[config.mk]
export PLATFORM = sky130hd
export DESIGN_NAME = calc_result_display_flat
export DESIGN_NICKNAME = d
export VERILOG_FILES = /design/src/rtl/calc_result_display_if.sv /design/src/rtl/calc_result_display.sv /design/src/flat_wrapper.sv
export SDC_FILE = /design/constraint.sdc
export NUM_CORES = 1
export LEC_CHECK = 0
export BUFFER_PORTS_ARGS = -buffer_cell sky130_fd_sc_hd__buf_2
export CELL_PAD_IN_SITES_DETAIL_PLACEMENT = 1
export CELL_PAD_IN_SITES_GLOBAL_PLACEMENT = 2
export CORE_ASPECT_RATIO = 0.75
export CORE_UTILIZATION = 30
export DETAILED_ROUTE_END_ITERATION = 6
export GPL_TIMING_DRIVEN = 1
export PLACE_DENSITY_LB_ADDON = 0.1
export REMOVE_ABC_BUFFERS = 1
export SLEW_MARGIN = 20
export SYNTH_ARGS = -nofsm -noshare
export SYNTH_HDL_FRONTEND = slang
export SYNTH_SLANG_ARGS = --single-unit
[constraint.sdc]
create_clock -name Clk -period 2.7 [get_ports Clk]
set_input_delay 0.135 -clock Clk [delete_from_list [all_inputs] [get_ports Clk]]
set_output_delay 0.135 -clock Clk [all_outputs]
set_load 0.005 [all_outputs]
[src/rtl/calc_result_display_if.sv]
// ----------------------------------------------------------------------------
// calc_result_display_if : request/result bundle between calculator and display
// Rev 1.0 - initial release
// ----------------------------------------------------------------------------
`default_nettype none

interface calc_result_display_if;
  logic        Start;
  logic [15:0] Value;
  logic        Neg;
  logic        Err;
  logic        Busy;
  logic        Valid;
  logic [19:0] Bcd;
  logic [7:0]  An;
  logic [6:0]  Cathodes;
  logic        Dp;

  modport master (
    output Start, Value, Neg, Err,
    input  Busy, Valid, Bcd, An, Cathodes, Dp
  );

  modport slave (
    input  Start, Value, Neg, Err,
    output Busy, Valid, Bcd, An, Cathodes, Dp
  );
endinterface

`default_nettype wire

[src/rtl/calc_result_display.sv]
// ----------------------------------------------------------------------------
// calc_result_display : serial binary-to-BCD conversion feeding a scanned
// 8-digit seven-segment display with blanking, minus sign and "Err".
// Rev 1.0 - initial release
// ----------------------------------------------------------------------------
`default_nettype none

module calc_result_display #(
  parameter int SCAN_BITS = 18
) (
  input  wire logic Clk,
  input  wire logic Reset_n,
  calc_result_display_if.slave bus
);

  localparam logic [1:0] S_IDLE = 2'd0;
  localparam logic [1:0] S_CONV = 2'd1;
  localparam logic [1:0] S_DONE = 2'd2;

  localparam logic [6:0] SEG_BLANK = 7'b1111111;
  localparam logic [6:0] SEG_MINUS = 7'b1111110;
  localparam logic [6:0] SEG_E     = 7'b0110000;
  localparam logic [6:0] SEG_R     = 7'b1111010;

  logic [1:0]           state_q,    state_d;
  logic [15:0]          shift_q,    shift_d;
  logic [19:0]          acc_q,      acc_d;
  logic [3:0]           cnt_q,      cnt_d;
  logic                 busy_q,     busy_d;
  logic                 valid_q,    valid_d;
  logic [19:0]          bcd_q,      bcd_d;
  logic                 neg_sh_q,   neg_sh_d;
  logic                 err_sh_q,   err_sh_d;
  logic                 neg_disp_q, neg_disp_d;
  logic                 err_disp_q, err_disp_d;
  logic                 shown_q,    shown_d;
  logic [SCAN_BITS-1:0] scan_q;
  logic [7:0]           an_q,       an_d;
  logic [6:0]           cath_q,     cath_d;

  logic [19:0] acc_adj;
  logic [2:0]  sel;
  logic [3:0]  nib;
  logic [7:0]  keep;

  function automatic logic [6:0] seg7(input logic [3:0] d);
    logic [6:0] s;
    case (d)
      4'd0:    s = 7'b0000001;
      4'd1:    s = 7'b1001111;
      4'd2:    s = 7'b0010010;
      4'd3:    s = 7'b0000110;
      4'd4:    s = 7'b1001100;
      4'd5:    s = 7'b0100100;
      4'd6:    s = 7'b0100000;
      4'd7:    s = 7'b0001111;
      4'd8:    s = 7'b0000000;
      4'd9:    s = 7'b0000100;
      default: s = SEG_BLANK;
    endcase
    return s;
  endfunction

  // Add-3 correction applied to every BCD nibble before each shift.
  always_comb begin
    acc_adj = acc_q;
    for (int i = 0; i < 5; i++) begin
      if (acc_q[4*i +: 4] >= 4'd5) begin
        acc_adj[4*i +: 4] = acc_q[4*i +: 4] + 4'd3;
      end
    end
  end

  always_comb begin
    state_d    = state_q;
    shift_d    = shift_q;
    acc_d      = acc_q;
    cnt_d      = cnt_q;
    busy_d     = busy_q;
    valid_d    = valid_q;
    bcd_d      = bcd_q;
    neg_sh_d   = neg_sh_q;
    err_sh_d   = err_sh_q;
    neg_disp_d = neg_disp_q;
    err_disp_d = err_disp_q;
    shown_d    = shown_q;
    case (state_q)
      S_IDLE: begin
        if (bus.Start) begin
          shift_d  = bus.Value;
          neg_sh_d = bus.Neg;
          err_sh_d = bus.Err;
          acc_d    = 20'd0;
          cnt_d    = 4'd0;
          busy_d   = 1'b1;
          valid_d  = 1'b0;
          state_d  = S_CONV;
        end
      end
      S_CONV: begin
        acc_d   = {acc_adj[18:0], shift_q[15]};
        shift_d = {shift_q[14:0], 1'b0};
        cnt_d   = cnt_q + 4'd1;
        if (cnt_q == 4'd15) begin
          state_d = S_DONE;
        end
      end
      S_DONE: begin
        bcd_d      = acc_q;
        neg_disp_d = neg_sh_q;
        err_disp_d = err_sh_q;
        shown_d    = 1'b1;
        valid_d    = 1'b1;
        busy_d     = 1'b0;
        state_d    = S_IDLE;
      end
      default: state_d = S_IDLE;
    endcase
  end

  assign sel = scan_q[SCAN_BITS-1 -: 3];

  // keep[i]: digit i is significant (it or a higher digit is non-zero).
  always_comb begin
    keep    = 8'd0;
    keep[4] = |bcd_q[19:16];
    keep[3] = keep[4] | (|bcd_q[15:12]);
    keep[2] = keep[3] | (|bcd_q[11:8]);
    keep[1] = keep[2] | (|bcd_q[7:4]);
    keep[0] = 1'b1;
  end

  always_comb begin
    case (sel)
      3'd0:    nib = bcd_q[3:0];
      3'd1:    nib = bcd_q[7:4];
      3'd2:    nib = bcd_q[11:8];
      3'd3:    nib = bcd_q[15:12];
      3'd4:    nib = bcd_q[19:16];
      default: nib = 4'd0;
    endcase
  end

  always_comb begin
    cath_d = SEG_BLANK;
    if (!shown_q) begin
      cath_d = SEG_BLANK;
    end else if (err_disp_q) begin
      case (sel)
        3'd2:    cath_d = SEG_E;
        3'd1:    cath_d = SEG_R;
        3'd0:    cath_d = SEG_R;
        default: cath_d = SEG_BLANK;
      endcase
    end else if (sel <= 3'd4) begin
      if (keep[sel]) begin
        cath_d = seg7(nib);
      end
    end else if (sel == 3'd5 && neg_disp_q) begin
      cath_d = SEG_MINUS;
    end
  end

  assign an_d = ~(8'b1 << sel);

  always_ff @(posedge Clk or negedge Reset_n) begin
    if (!Reset_n) begin
      state_q    <= S_IDLE;
      shift_q    <= 16'd0;
      acc_q      <= 20'd0;
      cnt_q      <= 4'd0;
      busy_q     <= 1'b0;
      valid_q    <= 1'b0;
      bcd_q      <= 20'd0;
      neg_sh_q   <= 1'b0;
      err_sh_q   <= 1'b0;
      neg_disp_q <= 1'b0;
      err_disp_q <= 1'b0;
      shown_q    <= 1'b0;
      scan_q     <= '0;
      an_q       <= 8'hFF;
      cath_q     <= SEG_BLANK;
    end else begin
      state_q    <= state_d;
      shift_q    <= shift_d;
      acc_q      <= acc_d;
      cnt_q      <= cnt_d;
      busy_q     <= busy_d;
      valid_q    <= valid_d;
      bcd_q      <= bcd_d;
      neg_sh_q   <= neg_sh_d;
      err_sh_q   <= err_sh_d;
      neg_disp_q <= neg_disp_d;
      err_disp_q <= err_disp_d;
      shown_q    <= shown_d;
      scan_q     <= scan_q + 1'b1;
      an_q       <= an_d;
      cath_q     <= cath_d;
    end
  end

  assign bus.Busy     = busy_q;
  assign bus.Valid    = valid_q;
  assign bus.Bcd      = bcd_q;
  assign bus.An       = an_q;
  assign bus.Cathodes = cath_q;
  assign bus.Dp       = 1'b1;

endmodule

`default_nettype wire

[src/flat_wrapper.sv]
// flat-port wrapper written by rule: the top's interface ports become plain ports
module calc_result_display_flat 
#(
  parameter int SCAN_BITS = 18
)
  (Clk, Reset_n, bus_Start, bus_Value, bus_Neg, bus_Err, bus_Busy, bus_Valid, bus_Bcd, bus_An, bus_Cathodes, bus_Dp);
  calc_result_display_if bus_i ();
  input  wire logic Clk;
  input  wire logic Reset_n;
  input wire logic [$bits(bus_i.Start)-1:0] bus_Start;
  input wire logic [$bits(bus_i.Value)-1:0] bus_Value;
  input wire logic [$bits(bus_i.Neg)-1:0] bus_Neg;
  input wire logic [$bits(bus_i.Err)-1:0] bus_Err;
  output wire logic [$bits(bus_i.Busy)-1:0] bus_Busy;
  output wire logic [$bits(bus_i.Valid)-1:0] bus_Valid;
  output wire logic [$bits(bus_i.Bcd)-1:0] bus_Bcd;
  output wire logic [$bits(bus_i.An)-1:0] bus_An;
  output wire logic [$bits(bus_i.Cathodes)-1:0] bus_Cathodes;
  output wire logic [$bits(bus_i.Dp)-1:0] bus_Dp;
  assign bus_i.Start = bus_Start;
  assign bus_i.Value = bus_Value;
  assign bus_i.Neg = bus_Neg;
  assign bus_i.Err = bus_Err;
  assign bus_Busy = bus_i.Busy;
  assign bus_Valid = bus_i.Valid;
  assign bus_Bcd = bus_i.Bcd;
  assign bus_An = bus_i.An;
  assign bus_Cathodes = bus_i.Cathodes;
  assign bus_Dp = bus_i.Dp;
  calc_result_display #(.SCAN_BITS(SCAN_BITS)) u_core (.Clk(Clk), .Reset_n(Reset_n), .bus(bus_i));
endmodule
---- Yosys cells after proc, flatten, opt, wreduce, memory -nomap -nowiden ----
Memory sizes are Yosys's and may differ from the RTL's.
Cells that the tools add are included.
word-level totals
  bits in registers ....................... 102
  bits in read-only memories .............. 112
  input bits .............................. 21
  output and inout bits ................... 38
  word-level logic and storage cells ...... 86
  memories kept ........................... 1
memory list
  name             depth  width  rd ports  clocked after Yosys merged registers in  wr ports  line                       source
  (no name shown)  16     7      1         0                                        0         calc_result_display.sv:48  case (d)
cells by class
  add/sub/neg operators ................... 7
  magnitude comparators ................... 7
  equal/unequal tests ..................... 10
  shift-type cells ........................ 1
  multiplexer cells ....................... 27
  bitwise logic cells ..................... 4
  reduce and logical (&&, ||, !) cells .... 14
operators by type and width
  operator                                                            count
  one-hot mux 20 bit (2 select lines)                                 1
  one-hot mux 16 bit (2 select lines)                                 1
  2-to-1 mux 7 bit                                                    4
  greater-or-equal comparator 4 x 3 -> 1 bit (second input constant)  5
  2-to-1 mux 20 bit                                                   1
  2-to-1 mux 4 bit                                                    5
  one-hot mux 4 bit (5 select lines)                                  1
  adder 18 x 1 -> 18 bit (second input constant)                      1
  adder 4 x 2 -> 4 bit (second input constant)                        4
  2-to-1 mux 16 bit                                                   1
  OR reduction 4 bit                                                  4
  one-hot mux 7 bit (2 select lines)                                  1
  NOT 8 bit                                                           1
  one-hot mux 4 bit (2 select lines)                                  1
  AND reduction 2 bit                                                 4
  left shift 1 x 3 -> 8 bit (first input constant)                    1
  == test 3 x 2 -> 1 bit (second input constant)                      2
  == test 3 bit (second input constant)                               2
  adder 4 x 1 -> 4 bit (second input constant)                        1
  == test 4 bit (second input constant)                               1
  < comparator 3 x 4 -> 1 bit (second input constant)                 1
  2-to-1 mux 1 bit                                                    4
  2-to-1 mux 2 bit                                                    2
  one-hot mux 1 bit (2 select lines)                                  2
  other kinds (16)                                                    19

---- Longest topological paths before layout ----
  depth after elaboration ................. 10
  depth in mapped cells ................... 9
  mapped depth without buffers ............ 8

---- Worst setup path before layout ----
No wires, ideal clock.
  path type ............................... register -> register
  start ................................... register u_core.scan_q[16]
  end ..................................... register u_core.cath_q[0] (netlist: u_core.bus.Cathodes[0])
  setup time .............................. 0.081 ns
  arrival time ............................ 1.865 ns
  data required time ...................... 2.619 ns
  slack ................................... 0.754 ns
  stages on the path, launching flop included .. 8
  buffers on the path ..................... 1
  period minus slack after synthesis ...... 1.946 ns
  path through ............................ dfrtp_1 -> buf_6 -> mux2_2 -> a221oi_2 -> inv_1 -> ha_1 -> a211oi_1 -> o21ai_1
between the ends
  word-level cells in the longest chain between the ends .. 7
  elaborated cells on any way between the ends .. 19
  those cells by class .................... order compare: 1; eq/ne: 5; mux: 9; reduce/logical: 3; memory: 1
RTL lines
  item                                   line                        source
  start, declared                        calc_result_display.sv:37   logic [SCAN_BITS-1:0] scan_q;
  start signal, assigned                 calc_result_display.sv:196  scan_q <= scan_q + 1'b1;
  == test 3 bit (tied with other cells)  calc_result_display.sv:134  case (sel)
  one-hot mux 4 bit (5 select lines)     calc_result_display.sv:134
  memory (16 x 7 bit)                    n/a
  2-to-1 mux 7 bit                       calc_result_display.sv:156  if (keep[sel]) begin
  2-to-1 mux 7 bit                       calc_result_display.sv:155  end else if (sel <= 3'd4) begin
  2-to-1 mux 7 bit (*)                   calc_result_display.sv:148  end else if (err_disp_q) begin
  2-to-1 mux 7 bit (*)                   calc_result_display.sv:146  if (!shown_q) begin
  net u_core.cath_d[0]                   calc_result_display.sv:39   logic [6:0] cath_q, cath_d;
  end signal, assigned                   calc_result_display.sv:198  cath_q <= cath_d;
  end, declared                          calc_result_display.sv:39
The timed path passes the listed nets; every way through them passes the cells marked *. The select of a mux whose other input is x is not followed.
A chain may end at the register's enable or synchronous reset.

---- Worst setup path after layout ----
Same ends and word-level chain as after synthesis.

==> flow_summary.json <==
{
  "dp_cells": 693,
  "yosys.area.top_type_share_pct": 45.34,
  "clockBufferDepth": 2,
  "core_um2": 15420,
  "synthMuxAreaShare_pct": 7.165,
  "synth_xor_area_share_pct": 4.924,
  "fin_crit_ns": 2.219,
  "hp-start": "bus_Value[5]",
  "io_buffers": 57,
  "syn-mean-instance-area_um2": 10.89,
  "io_pins": 59,
  "overflow": 0,
  "drt_iter0_drc": 150,
  "clkTransAtPathRegs_ns": 0.07,
  "regToRegSetupSlack_ns": 0.48,
  "register_area_um2": 2571,
  "synth_seq_cells": 102,
  "ys_types": 51,
  "drive_gt1_share_pct": 26.46,
  "via_per_inst": 4.872,
  "synthSimpleGateAreaFrac_pct": 13.99,
  "slew_headroom_pct": 66.57,
  "antenna_found_initial": 0,
  "synth_area_leaders": "dfrtp_1, dfstp_2, mux2_2",
  "yosys.area.top_type": "dfrtp_1",
  "rsz0062_at_grt": "false",
  "dp_hpwl_um": 8682,
  "die_area_um2": 16520,
  "syn_area_um2": 4802,
  "hold_end": "u_core.shift_q[5]",
  "wl_um": 12280,
  "fmax_mhz": 450.7,
  "cts_tree": "built",
  "post-cts-setup-buffers": 0,
  "setup-tns-final_ns": 0,
  "hold_ws_ns": 0.01556,
  "numClockSinks": 102,
  "crit_start": "u_core.scan_q[16]",
  "timing.final.crit_share_pct": 82.18,
  "drv_slew": 0,
  "hold_viol": 0,
  "wl_per_cell_um": 17.07,
  "drc": 0,
  "insertedDiodeCount": 0,
  "synth_top_flop_cell": "dfrtp_1",
  "cts_root_buffer": "clkbuf_16",
  "r2r-start": "u_core.scan_q[16]",
  "clkLatencyLatePin_ns": 0.35,
  "setup_ws_ns": 0.4812,
  "seq_area_frac_synth_pct": 53.54,
  "fin_nets": 548,
  "setup_viol": 0,
  "first_pass_iters": 4,
  "postSynth.asyncResetShare_pct": 100.0,
  "synthToLayoutAreaGrowth_pct": 20.35,
  "cp.arrival_ns": 2.50,
  "grt_use_total_pct": 16.08,
  "fin_cells": 719,
  "start_util_pct": 31.14,
  "grt_pass1_wl_um": 20060,
  "skew_ns": 0.007874,
  "cp.required_ns": 2.98,
  "multi_input_area_um2": 2066,
  "ys_warn_count": 0,
  "status": "finished clean",
  "grt_max_degree": 67,
  "crit_path_end_kind": "flop",
  "n_fill_cell": 1743,
  "htree_levels": 3,
  "vias": 3503,
  "cts_buffers": 9,
  "powerDensity_nw_per_um2": 982.4,
  "min_path_cells": 3,
  "rows": 39,
  "total_power_mw": 5.677,
  "grt_pass1_vias": 3589,
  "place_ws_ns": 0.4764,
  "worstMarginPinSlew_ns": 0.5014,
  "drtAntennaViolNets": 0,
  "final_area_um2": 5779,
  "die_w_um": 148.1,
  "synth_top_family_by_area": "simple AND/OR/NAND/NOR gates",
  "synthAdderAreaFrac_pct": 4.690,
  "synth_compound_area_share_pct": 12.06,
  "placement.cell_area_um2": 5340,
  "worstHoldPathType": "input port to flop",
  "cap_violations": 0,
  "crit_type": "flop to flop",
  "gp_congestion": 0.7235,
  "p_leak_nw": 2.604,
  "r2r_end": "u_core.bus.Cathodes[0]",
  "irDropWorstVdd_mv": 0.3514,
  "start_kind": "flop",
  "die-height_um": 111.6,
  "synthCells": 441,
  "fin_util_pct": 37.48,
  "synth_edf_count": 0,
  "rr_worst_depth": 6,
  "cp_max_fo": 10
}
==> area by class of cell <==
cell class / instances / share of cell area (%)
clock buffers: 10 / 3.962
clock inverters: 6 / 1.905
inverters: 19 / 1.234
multi-input cells: 300 / 35.74
flip-flops and latches: 102 / 44.49
well taps: 205 / 4.438
repair buffers: 77 / 8.227
==> flip-flops by register name (all words and copies together) (netlist names), 2 cells and up <==
signal and cells:
u_core.state_q 2, u_core.scan_q 18, u_core.acc_q 20, u_core.cnt_q 4
u_core.bus.An 8, u_core.shift_q 16, u_core.bus.Cathodes 7, u_core.bus.Bcd 20
==> cell usage in the layout, fill, tap and decap left out, drive strengths merged, types with 5 or more instances in the layout <==
cell	instances
dfstp	15
nand2	65
clkbuf	10
dfrtp	87
nand2b	9
dlygate4sd3	10
a21oi	11
xor2	7
nor2	19
o21ai	27
a22oi	17
xnor2	20
buf	67
inv	19
mux2	27
a32o	5
o31ai	6
nand3	23
ha	18
==> cells by family after synthesis <==
logic type	count (synthesis)
and+or+nand+nor	142
DFF	102
AOI/OAI and AO/OA	81
buffers and inverters	39
muxes	31
xor gates and xnor gates	27
adders and majority gates	18
other	1
==> timing repair <==
action	in CTS	in global routing
resized for setup	0	0
hold buffers	10	0
endpoints found under the hold margin	36	0
==> how the worst max path moves through the flow <==
stage               slack [ns]                     end
finish                    0.48  u_core.bus.Cathodes[0]
global route              0.31  u_core.bus.Cathodes[0]
CTS                       0.47  u_core.bus.Cathodes[0]
detailed placement        0.48  u_core.bus.Cathodes[0]
global placement          0.54  u_core.bus.Cathodes[0]
floorplan                 0.55  u_core.bus.Cathodes[0]
==> synth_stat cells (all sizes together) (5+ instances only) <==
cell type	n
o31ai	6
clkbuf	10
a22oi	17
nor2	19
xor2	7
ha	18
nand2	65
dfstp	15
xnor2	20
buf	10
inv	19
nand3	23
nand2b	9
a32o	5
dfrtp	87
a21oi	11
mux2	27
o21ai	27
==> report_power, final <==
group / internal (mW) / switching [mW]
logic: 0.794 / 0.976
registers: 1.98 / 0.427
clock network: 0.905 / 0.598
total: 3.68 / 2.00
==> worst max-delay path, stage by stage (launching register included) <==
cell and delay (ns):
dfrtp_1 0.61, mux2_2 0.40, a221oi_2 0.47, inv_1 0.13, ha_1 0.24, a211oi_1 0.21
o21ai_1 0.08
==> layer usage <==
metal  global-route usage, %  wire [µm]  share of wire [%]
met5                       0          0                  0
met2                   22.28       5012                 41
met1                   24.24       6680                 54
met4                   5.567        197                1.6
met3                   3.648        386                3.1
Note: power is estimated with default switching activity, not from simulation.
